### src/rtl/mld_code_pkg.sv
// Shared constants and types for the multi-step majority-logic decoding chain.
// Holds the generator polynomials, the encoder phase type and a counter-width helper.
package mld_code_pkg;

    localparam logic [8:0]  G_15_7 = 9'h1D1;
    localparam logic [10:0] G_15_5 = 11'h537;

    typedef enum logic {
        PH_MSG = 1'b0,
        PH_PAR = 1'b1
    } phase_e;

    function automatic int cnt_width(input int n);
        return (n <= 2) ? 1 : $clog2(n);
    endfunction

endpackage

### src/rtl/cyclic_encoder_param.sv
// Systematic serial encoder for binary cyclic (N,K) codes: forwards K message bits,
// then appends the N-K parity bits of m(x)*x^(N-K) mod g(x). Valid/ready on both sides.
module cyclic_encoder_param
    import mld_code_pkg::*;
#(
    parameter int           N   = 15,
    parameter int           K   = 7,
    parameter logic [N-K:0] GEN = G_15_7
) (
    input  logic clk,
    input  logic reset,
    input  logic clear,
    input  logic in_valid,
    output logic in_ready,
    input  logic in_bit,
    output logic out_valid,
    input  logic out_ready,
    output logic out_bit,
    output logic out_last,
    output logic busy
);

    localparam int R  = N - K;
    localparam int CW = cnt_width(N);
    localparam logic [CW-1:0] K_LAST = CW'(K - 1);
    localparam logic [CW-1:0] R_LAST = CW'(R - 1);

    if (R < 1 || GEN[R] != 1'b1 || GEN[0] != 1'b1) begin : g_bad_gen
        $error("cyclic_encoder_param: GEN must have degree R>=1 with GEN[R]=1 and GEN[0]=1");
    end

    // Handshake rule (both ports): a bit moves on a rising edge where valid && ready;
    // the sender holds valid and data stable until that edge, the receiver may toggle
    // ready freely, and in_ready never looks at in_valid.

    phase_e          phase_q, phase_d;
    logic [CW-1:0]   cnt_q, cnt_d;
    logic [R-1:0]    rem_q, rem_d, rem_msg;
    logic            out_valid_q, out_valid_d;
    logic            out_bit_q, out_bit_d;
    logic            out_last_q, out_last_d;
    logic            slot_free;
    logic            accept;
    logic            fb;

    assign slot_free = !out_valid_q || out_ready;
    assign in_ready  = (phase_q == PH_MSG) && slot_free && !reset && !clear;
    assign accept    = in_valid && in_ready;
    assign fb        = in_bit ^ rem_q[R-1];

    // LFSR division step: shift the remainder and fold in g(x) when the feedback is set.
    for (genvar i = 0; i < R; i++) begin : g_rem
        if (i == 0) begin : g_lsb
            assign rem_msg[i] = fb & GEN[i];
        end else begin : g_upper
            assign rem_msg[i] = rem_q[i-1] ^ (fb & GEN[i]);
        end
    end

    always_comb begin
        phase_d     = phase_q;
        cnt_d       = cnt_q;
        rem_d       = rem_q;
        out_valid_d = out_valid_q;
        out_bit_d   = out_bit_q;
        out_last_d  = out_last_q;

        if (clear) begin
            phase_d     = PH_MSG;
            cnt_d       = '0;
            rem_d       = '0;
            out_valid_d = 1'b0;
            out_bit_d   = 1'b0;
            out_last_d  = 1'b0;
        end else if (phase_q == PH_MSG) begin
            if (accept) begin
                rem_d       = rem_msg;
                out_valid_d = 1'b1;
                out_bit_d   = in_bit;
                out_last_d  = 1'b0;
                if (cnt_q == K_LAST) begin
                    phase_d = PH_PAR;
                    cnt_d   = '0;
                end else begin
                    cnt_d = cnt_q + CW'(1);
                end
            end else if (slot_free) begin
                out_valid_d = 1'b0;
            end
        end else if (slot_free) begin
            out_valid_d = 1'b1;
            out_bit_d   = rem_q[R-1];
            out_last_d  = (cnt_q == R_LAST);
            if (cnt_q == R_LAST) begin
                // Leave the remainder clean so the next codeword can start without a gap.
                phase_d = PH_MSG;
                cnt_d   = '0;
                rem_d   = '0;
            end else begin
                rem_d = rem_q << 1;
                cnt_d = cnt_q + CW'(1);
            end
        end
    end

    always_ff @(posedge clk) begin
        if (reset) begin
            phase_q     <= PH_MSG;
            cnt_q       <= '0;
            rem_q       <= '0;
            out_valid_q <= 1'b0;
            out_bit_q   <= 1'b0;
            out_last_q  <= 1'b0;
        end else begin
            phase_q     <= phase_d;
            cnt_q       <= cnt_d;
            rem_q       <= rem_d;
            out_valid_q <= out_valid_d;
            out_bit_q   <= out_bit_d;
            out_last_q  <= out_last_d;
        end
    end

    assign out_valid = out_valid_q;
    assign out_bit   = out_bit_q;
    assign out_last  = out_last_q;
    assign busy      = (phase_q == PH_PAR) || (cnt_q != '0) || out_valid_q;

endmodule

### config.mk
export PLATFORM = sky130hd
export DESIGN_NAME = cyclic_encoder_param
export DESIGN_NICKNAME = d
export VERILOG_FILES = /design/src/rtl/mld_code_pkg.sv /design/src/rtl/cyclic_encoder_param.sv
export SDC_FILE = /design/constraint.sdc
export NUM_CORES = 1
export LEC_CHECK = 0
export CAP_MARGIN = 10
export CORE_MARGIN = 1
export CORE_UTILIZATION = 60
export DETAILED_ROUTE_END_ITERATION = 16
export DONT_BUFFER_PORTS = 1
export GPL_TIMING_DRIVEN = 1
export PLACE_DENSITY = 0.76
export RECOVER_POWER = 50
export SYNTH_ARGS = -nofsm -noshare
export SYNTH_HDL_FRONTEND = slang
export SYNTH_SLANG_ARGS = --single-unit
### constraint.sdc
create_clock -name clk -period 2.1 [get_ports clk]
set_input_delay 0.42 -clock clk [delete_from_list [all_inputs] [get_ports clk]]
set_output_delay 0.42 -clock clk [all_outputs]
set_load 0.05 [all_outputs]
# == Yosys cells after proc, flatten, opt, wreduce, memory -nomap -nowiden ==
# Cells that the tools add are included.
# totals
output_inout_bits,5
in_bits,6
ff_bits,16
word_cells,55
# classes
bitwise,5
n_reduce_logical,16
n_addsub,1
n_eq_ne,3
n_mux,24
# op_table
cell,count
$mux W8,4
$mux W4,5
$mux W1,15
$eq A4 B3 Y1 const B,2
$add A4 B1 Y4 const B,1
$logic_and A1 B1 Y1,4
$reduce_and A2 Y1,2
$reduce_bool A2 Y1,2
$reduce_bool A4 Y1,1
$xor A1 B1 Y1,4
$logic_not A1 Y1,3
$logic_or A1 B1 Y1,3
$ne A2 B1 Y1 const B,1
$reduce_or A2 Y1,1
$not A1 Y1,1

# == Depth between registers and ports, before layout ==
# Gate-level depths: netlist (run 1).
# logic_depth
depth_word,8
mapped_depth,6
mapped_depth_nobuf,6

# == Least setup slack after synthesis (run 1) ==
# No wires, ideal clock.
# synth_timing
path_type,input to output
start,input port reset
end,output port in_ready
t_required_ns,1.680
arrival_ns,2.037
slack_ns,-0.357
path_stages,3
path_buffers,1
path_cell_list,or2_2 -> clkbuf_1 -> nor3_1
# synth_via
elab_chain_cells,3
# synth_rtl
item,line_no,source
from (decl),cyclic_encoder_param.sv:11,"input logic reset,"
$logic_not A1 Y1,cyclic_encoder_param.sv:47,assign in_ready = (phase_q == PH_MSG) && slot_free && !reset && !clear;
$logic_and A1 B1 Y1 (2 in a row),cyclic_encoder_param.sv:47,
to (decl),cyclic_encoder_param.sv:14,"output logic in_ready,"
# No other way between the ends.

# == Worst setup path after layout (run 1) ==
# layout_timing
start,register phase_q
end,output port busy
# layout_via
elab_chain_cells,2
# layout_rtl
item,line_no,source
from (decl),cyclic_encoder_param.sv:36,"phase_e phase_q, phase_d;"
from (signal assigned),cyclic_encoder_param.sv:115,phase_q <= phase_d;
$logic_or A1 B1 Y1 (2 in a row),cyclic_encoder_param.sv:127,assign busy = (phase_q == PH_PAR) || (cnt_q != '0) || out_valid_q;
to (decl),cyclic_encoder_param.sv:20,output logic busy
# No other way between the ends.

==> impl_summary.txt, run 1 <==
----------------------------------------------------
[Setup path]
  Number of cells on the worst reg-to-reg path ... 4
  Critical Path RT ... between 1.5 and 2 ns
  Cells traversed along the worst timing path ... inv_1, nand3_1
  Cell type of the slowest stage on the worst timing path ... sky130_fd_sc_hd__dfxtp_1
  CP startpoint kind ... flop
  Stages on worst setup path ... 2
  CP Capture Point ... busy
  CP endpoint kind ... primary output
  First element of the critical path ... phase_q$_SDFF_PP0_
  Crit path buf inv count ... 1
  Worst flop-to-flop path startpoint ... phase_q$_SDFF_PP0_
  R2R Setup Slk ... approximately 0.31 ns
  Worst r2r dst ... cnt_q[3]$_SDFFE_PP0P_
  Signal arrival time at the worst endpoint ... approximately 1.5 ns
  Max Fanout on Critical Path ... 11
  Family of cells with the greatest summed delay on the critical path ... flip-flops
  CP peak stage delay ... around 0.57 ns
  Path type of the worst setup path ... reg2out

[Power]
  Static power due to leakage ... between 0.0003 and 0.0004 uW
  VDD IR max ... roughly 370 uV
  Areal power density over the cells ... between 600 and 700 nW/um^2

[Yosys]
  Largest area contributor in the synthesized netlist ... sky130_fd_sc_hd__dfxtp_1
  Proportion of netlist area held by the largest area contributor ... a little under two fifths
  Synthesized netlist cell count ... 100
  FF+latch count, synth ... 16
  Count of warnings emitted by yosys ... 0
  Top post-synthesis cells by area ... sky130_fd_sc_hd__dfxtp_1 38%, sky130_fd_sc_hd__mux2i_1 8.3%, sky130_fd_sc_hd__nor2_1 6.7%
  Sequential fraction of the synthesis area ... between 30% and 40%
  Number of unique standard cell types used by synthesis ... 26
  Post-synthesis net count ... between 100 and 150
  Average cell area after synthesis ... 8.433 sq um
  Mapped cell area ... between 800 and 900 sq um

[Final layout]
  Layout cells sized above 1 ... roughly 11%
  Number of antenna diodes ... 0
  Post-layout net count ... ~110
  Post-layout instance count excluding filler cells ... approximately 120
  Core utilization of the finished layout ... 67.50%
  Layout-stage area growth over the synthesis result ... 4.154%

[Timing]
  Unrepaired setup endpoints after global routing ... false
  Total Neg Setup Slack ... 0 ns
  Slew Viols, Final ... 0
  Final Critical Period ... ~1.9 ns
  Final setup fails ... 0
  Fin Clk Skew ... 0.004924 ns
  Final hold violation count ... 0
  Fraction of the cycle the final worst path needs ... about nine tenths
  Slew of the pin with the lowest slew margin ... ~0.66 ns
  Max Clock Freq ... between 500 and 600 MHz
  Slew Limit Headroom ... between 50% and 60%

[Clock tree]
  CTS tree ... done
  Number of post-CTS setup repair buffers ... 0
  Clock sink total ... 16
  Maximum level of the CTS H-tree ... 1
  Post-cts sizing count ... 0
  Clk pin slew, worst setup/hold paths ... 0.09 ns
  Inserted Clock Buffers ... 3
  Root buffer cell ... sky130_fd_sc_hd__clkbuf_4
  Number of buffers on the longest clock path ... 2
  Number of hold-repair buffers added at the cts stage ... 0
  Clock latency on the worst-skew pair ... 0.29 ns

[GRT]
  Global route overflow ... 0
  Global-route wire length before repair ... 2421 um
  Total routing resource utilization after global routing ... a little under a quarter
  Pin count of the biggest net entering global routing ... 15
  Vias in the first global route ... between 500 and 600
  Antenna violations before repair ... 0

[Run]
  Max-cap check violation count ... 0

[Detailed routing]
  Number of detailed-route iterations in the first pass ... 4
  Via count ... approximately 700
  Antenna-violating nets left ... 0
  Avg WL per Cell ... roughly 15 um
  Remaining routing DRC violations ... 0
  Via density ... about 6.0
  Number of DRC markers in iteration 0 ... 21
  Total length of routed wires ... between 1500 and 2000 um

[Placement]
  Placed cell count ... between 100 and 150
  Placed wire-length estimate after detailed placement ... around 1200 um
  Buffers on Ports ... 0
  Routability congestion estimate ... ~0.74

[Floorplanning]
  Count of standard-cell rows ... 13
  Core outline area ... ~1300 sq um
  Die area ... ~1600 sq um
  Width of the chip ... ~39 um
  Number of top-level design ports ... 11
  Vertical extent of the die ... about 40 um
  Starting density of the core ... 64.81%

[Run status]
  Outcome ... finished, final reports clean

[Min path]
  Worst min-delay path class ... in2reg

----------------------------------------------------
==> where the power goes <==
part           switching [uW]  leakage [uW]  internal (uW)
combinational            37.9      0.000181           17.3
sequential               4.31      0.000129            307
clock                    95.8     0.0000138           66.8
==> worst min-delay path by stage <==
stage | startpoint | endpoint | slack, ns | cells after the start
after floorplan | rem_q[0]$_SDFFE_PP0P_ | rem_q[0]$_SDFFE_PP0P_ | 0.45 | 2
after global placement | rem_q[0]$_SDFFE_PP0P_ | rem_q[0]$_SDFFE_PP0P_ | 0.46 | 2
after detailed placement | rem_q[2]$_SDFFE_PP0P_ | rem_q[2]$_SDFFE_PP0P_ | 0.48 | 2
after CTS | in_valid | out_valid$_SDFFE_PP0P_ | 0.28 | 2
after global routing | in_valid | out_valid$_SDFFE_PP0P_ | 0.27 | 2
final | in_valid | out_valid$_SDFFE_PP0P_ | 0.27 | 2
==> metal layers <==
layer / vias up / GRT usage, % / share of wire (%)
li1: 350 / - / -
met2: 20 / 36.89 / 46
met3: 5 / 5.114 / 4.8
met5: - / 0 / 0
met4: 0 / 10.34 / 2.0
met1: 324 / 30.42 / 47
==> flip-flops by register name (all words and copies together), names as in the netlist <==
register and flops:
rem_q 8, cnt_q 4, out_bit 1, out_last 1
out_valid 1, phase_q 1
==> logic make-up after synthesis <==
family	synth area share, %
adder cells (fa/ha/maj)	5.935
multiplexers	8.309
buffers and inverters	4.895
flip-flops	37.98
XOR/XNOR	1.039
AO/OA/AOI/OAI	17.21
AND/OR/NAND/NOR	24.63
==> final cells by class <==
type | instances | area, sq um
clock buffers | 3 | 22.52
fillers | 118 | 422.9
inverters | 4 | 15.01
multi-input cells | 75 | 479.2
flip-flops and latches | 16 | 320.3
well taps | 15 | 18.77
repair buffers | 3 | 22.52
==> through the flow <==
stage          area, sq um  power, uW  hold slack, ns  worst slack [ns]
3_3_place_gp         863.3      372.5          0.4641            0.4793
4_1_cts              885.9      527.0          0.2823            0.1760
6_report             878.3      528.9          0.2692            0.1987
5_1_grt              878.3      546.0          0.2709            0.1450
3_5_place_dp         863.3      373.6          0.4819            0.4574
2_1_floorplan        848.3      365.5          0.4482           0.06998
==> layout by cell type, fill, tap and decap left out, types with 2 or more instances in the layout <==
cell,instances
sky130_fd_sc_hd__dfxtp_1,16
sky130_fd_sc_hd__nor2_1,15
sky130_fd_sc_hd__a21oi_1,10
sky130_fd_sc_hd__nor3_1,7
sky130_fd_sc_hd__mux2i_1,7
sky130_fd_sc_hd__inv_1,4
sky130_fd_sc_hd__o211ai_1,4
sky130_fd_sc_hd__o21ai_0,4
sky130_fd_sc_hd__and2_1,4
sky130_fd_sc_hd__nand2_1,4
sky130_fd_sc_hd__ha_1,4
sky130_fd_sc_hd__clkbuf_4,3
sky130_fd_sc_hd__buf_4,3
sky130_fd_sc_hd__nor2b_1,2
sky130_fd_sc_hd__nand4_1,2
==> Yosys cell counts, drive strengths merged <==
library cell   n
inv            4
ha             4
nor3           8
nand4          2
or3b           1
buf            1
nand4b         1
dfxtp         16
o311ai         1
o21ai          4
and3b          1
a211oi         1
mux2i          7
nand2          4
nor4           1
nor2b          2
o211ai         4
a21o           1
nand3          1
a21oi         11
or2            1
clkbuf         4
xnor2          1
and2           4
nor2          15
Note: power is estimated with default switching activity, not from simulation.
==> run 2: changes to the inputs <==
--- a/config.mk
+++ b/config.mk
@@ -6,12 +6,15 @@
 export NUM_CORES = 1
 export LEC_CHECK = 0
 export CAP_MARGIN = 10
+export CELL_PAD_IN_SITES_DETAIL_PLACEMENT = 1
+export CELL_PAD_IN_SITES_GLOBAL_PLACEMENT = 2
+export CORE_ASPECT_RATIO = 0.7
 export CORE_MARGIN = 1
-export CORE_UTILIZATION = 60
+export CORE_UTILIZATION = 38
 export DETAILED_ROUTE_END_ITERATION = 16
 export DONT_BUFFER_PORTS = 1
 export GPL_TIMING_DRIVEN = 1
-export PLACE_DENSITY = 0.76
+export PLACE_DENSITY = 0.79
 export RECOVER_POWER = 50
 export SYNTH_ARGS = -nofsm -noshare
 export SYNTH_HDL_FRONTEND = slang
==> run 2 against run 1 <==
Compared with the run above:
- register-to-register slack better by 0.13 ns
- via count fell by 1.3%
- design area increased by 2.1%
- utilization shrank 22 points
- sequential share of layout area decreased by 0.76 points
- critical path depth rose by 1
- combinational power increased by 3%
- largest cell class unchanged
- highest routed layer unchanged
==> impl_summary.txt, run 2 (same netlist as run 1, synthesis figures left out) <==
----------------------------------------------------
[Run status]
  Outcome ... finished, final reports clean

[Timing]
  Fraction of the cycle the final worst path needs ... 90.72% (+0.18 points)
  Final hold violation count ... 0 (unchanged)
  Final Critical Period ... 1.905 ns (+0.003850 ns)
  Slew Limit Headroom ... 50.87% (-5.3 points)
  Total Neg Setup Slack ... 0 ns (unchanged)
  Slew Viols, Final ... 0 (unchanged)
  Max Clock Freq ... 524.9 MHz (-0.20%)
  Hold Slack ... 0.2534 ns (-0.01582 ns)
  Unrepaired setup endpoints after global routing ... false
  Setup slack after layout ... 0.1948 ns (-0.003850 ns)
  Fin Clk Skew ... 0.006311 ns (+0.001386 ns)
  Slew of the pin with the lowest slew margin ... 0.7370 ns (+0.07891 ns)
  Final setup fails ... 0 (unchanged)

[Power]
  VDD IR max ... 292.9 uV (-22%)
  Areal power density over the cells ... 594.2 nW/um^2 (-1.3%)
  Internal Dissipation ... 391.2 uW (about the same)
  Clock share of power ... 31.0% (+0.3 points)
  Net Sw Power ... 141.8 uW (+2.8%)
  Sequential share of power ... 58.4% (-0.4 points)
  Static power due to leakage ... 0.0003239 uW (unchanged)
  Switching share of total power ... 26.61% (+0.53 points)
  Logic gate share of total power ... 10.6% (+0.2 points)

[GRT]
  Vias in the first global route ... 741 (+27%)
  Pin count of the biggest net entering global routing ... 15 (unchanged)
  Global-route wire length before repair ... 3629 um (+50%)
  Total routing resource utilization after global routing ... 20.24% (-3.3 points)
  Global route overflow ... 0 (unchanged)
  Antenna violations before repair ... 0 (unchanged)

[Clock tree]
  CTS tree ... done
  Inserted Clock Buffers ... 3 (unchanged)
  Clk pin slew, worst setup/hold paths ... 0.09 ns (about the same)
  Root buffer cell ... sky130_fd_sc_hd__clkbuf_4
  Number of post-CTS setup repair buffers ... 0 (unchanged)
  Maximum level of the CTS H-tree ... 1 (unchanged)
  Post-cts sizing count ... 0 (unchanged)
  Number of buffers on the longest clock path ... 2 (unchanged)
  Number of hold-repair buffers added at the cts stage ... 0 (unchanged)
  Clock sink total ... 16 (unchanged)
  Clock latency on the worst-skew pair ... 0.29 ns (about the same)

[Floorplanning]
  Number of top-level design ports ... 11 (unchanged)
  Width of the chip ... 58.31 um (+48%)
  Vertical extent of the die ... 41.42 um (+4.9%)
  Count of standard-cell rows ... 13 (unchanged)
  Core outline area ... 1968 sq um (+51%)
  Die area ... 2415 sq um (+55%)
  Starting density of the core ... 42.85% (-22 points)

[Placement]
  Routability congestion estimate ... 0.7864 (+6.0%)
  Placed wire-length estimate after detailed placement ... 1459 um (+25%)
  Setup Slack @ Placement ... 0.4123 ns (-0.04511 ns)
  Buffers on Ports ... 0 (unchanged)
  DP Area ... 882.1 sq um (+2.2%)

[Final layout]
  FILL cells ... 240 (+100%)
  Post-layout net count ... 113 (unchanged)
  Most frequent standard cell in the layout excluding fill and tap cells ... sky130_fd_sc_hd__dfxtp_1
  Layout cells sized above 1 ... 10.89% (unchanged)
  Commonest cells after routing, fill and taps aside ... 16 x sky130_fd_sc_hd__dfxtp_1, 15 x sky130_fd_sc_hd__nor2_1, 10 x sky130_fd_sc_hd__a21oi_1
  Biggest register ... rem_q
  Layout-stage area growth over the synthesis result ... 6.380%
  Core utilization of the finished layout ... 45.58% (-22 points)
  Final Cell Area ... 897.1 sq um (+2.1%)
  Largest registers ... rem_q: 8 flops, cnt_q: 4 flops
  Number of antenna diodes ... 0 (unchanged)
  Flip-flop count of the largest register after layout ... 8 (unchanged)

[Detailed routing]
  Via count ... 690 (-1.3%)
  Via density ... 5.267 (-13%)
  Total length of routed wires ... 2061 um (+21%)
  Antenna-violating nets left ... 0 (unchanged)
  Remaining routing DRC violations ... 0 (unchanged)
  Number of detailed-route iterations in the first pass ... 4 (unchanged)
  Avg WL per Cell ... 15.73 um (+7.5%)
  Number of DRC markers in iteration 0 ... 11 (-48%)

[Setup path]
  Max Fanout on Critical Path ... 5 (-6)
  Signal arrival time at the worst endpoint ... 1.49 ns (about the same)
  Critical Path RT ... 1.68 ns (about the same)
  Path type of the worst setup path ... reg2out
  CP startpoint kind ... flop
  CP endpoint kind ... primary output

[Run]
  Max-cap check violation count ... 0 (unchanged)

[Min path]
  Worst min-delay path class ... in2reg

----------------------------------------------------
run 2: power by group through the flow:
stage,logic [uW],clock network (uW),registers [uW]
2_1_floorplan,44.7,0,321
5_1_grt,62.3,186,312
6_report,56.5,165,311
4_1_cts,57.4,172,312
3_5_place_dp,57.0,0,319
3_3_place_gp,56.5,0,318
run 2: metrics by stage:
stage	instances	total power (uW)
finish	131	533.0
global route	131	561.0
CTS	131	540.7
detailed placement	128	375.5
global placement	128	374.9
floorplan	100	365.5
run 2: critical path: stages, from the launching register on:
cell and delay (ns):
sky130_fd_sc_hd__dfxtp_1 0.43, sky130_fd_sc_hd__inv_1 0.12, sky130_fd_sc_hd__ha_1 0.23, sky130_fd_sc_hd__nand3_1 0.42
run 2: per-layer routing:
layer,up-vias,part of all wire (%),GRT usage (%)
li1,354,-,-
met5,-,0,0
met2,13,42,29.89
met4,0,1.3,5.714
met3,5,5.4,6.542
met1,318,51,28.13
run 2: layout make-up:
class / instances / area, sq um / share of cell area, %
Sequential cell: 16 / 320.3 / 35.70
Tap cell: 30 / 37.54 / 4.184
Inverter: 4 / 15.01 / 1.674
Multi-Input combinational cell: 75 / 479.2 / 53.42
Clock buffer: 3 / 22.52 / 2.510
Timing Repair Buffer: 3 / 22.52 / 2.510
run 2: final timing paths:
kind | cells after the start | slack [ns] | start | to
setup / recovery | 3 | 0.19 | cnt_q[0]$_SDFFE_PP0P_ | busy
hold / removal | 2 | 0.25 | in_valid | out_valid$_SDFFE_PP0P_
setup reg to reg | 4 | 0.44 | phase_q$_SDFF_PP0_ | cnt_q[3]$_SDFFE_PP0P_
hold reg to reg | 2 | 0.51 | rem_q[2]$_SDFFE_PP0P_ | rem_q[2]$_SDFFE_PP0P_
==> run 3: changes to the inputs <==
--- a/config.mk
+++ b/config.mk
@@ -5,7 +5,6 @@
 export SDC_FILE = /design/constraint.sdc
 export NUM_CORES = 1
 export LEC_CHECK = 0
-export CAP_MARGIN = 10
 export CELL_PAD_IN_SITES_DETAIL_PLACEMENT = 1
 export CELL_PAD_IN_SITES_GLOBAL_PLACEMENT = 2
 export CORE_ASPECT_RATIO = 0.7
@@ -13,9 +12,9 @@
 export CORE_UTILIZATION = 38
 export DETAILED_ROUTE_END_ITERATION = 16
 export DONT_BUFFER_PORTS = 1
-export GPL_TIMING_DRIVEN = 1
 export PLACE_DENSITY = 0.79
 export RECOVER_POWER = 50
+export SKIP_LAST_GASP = 1
 export SYNTH_ARGS = -nofsm -noshare
 export SYNTH_HDL_FRONTEND = slang
 export SYNTH_SLANG_ARGS = --single-unit
==> results of run 3 <==
No change in the layout: final DEF, timing and power equal those of run 2.
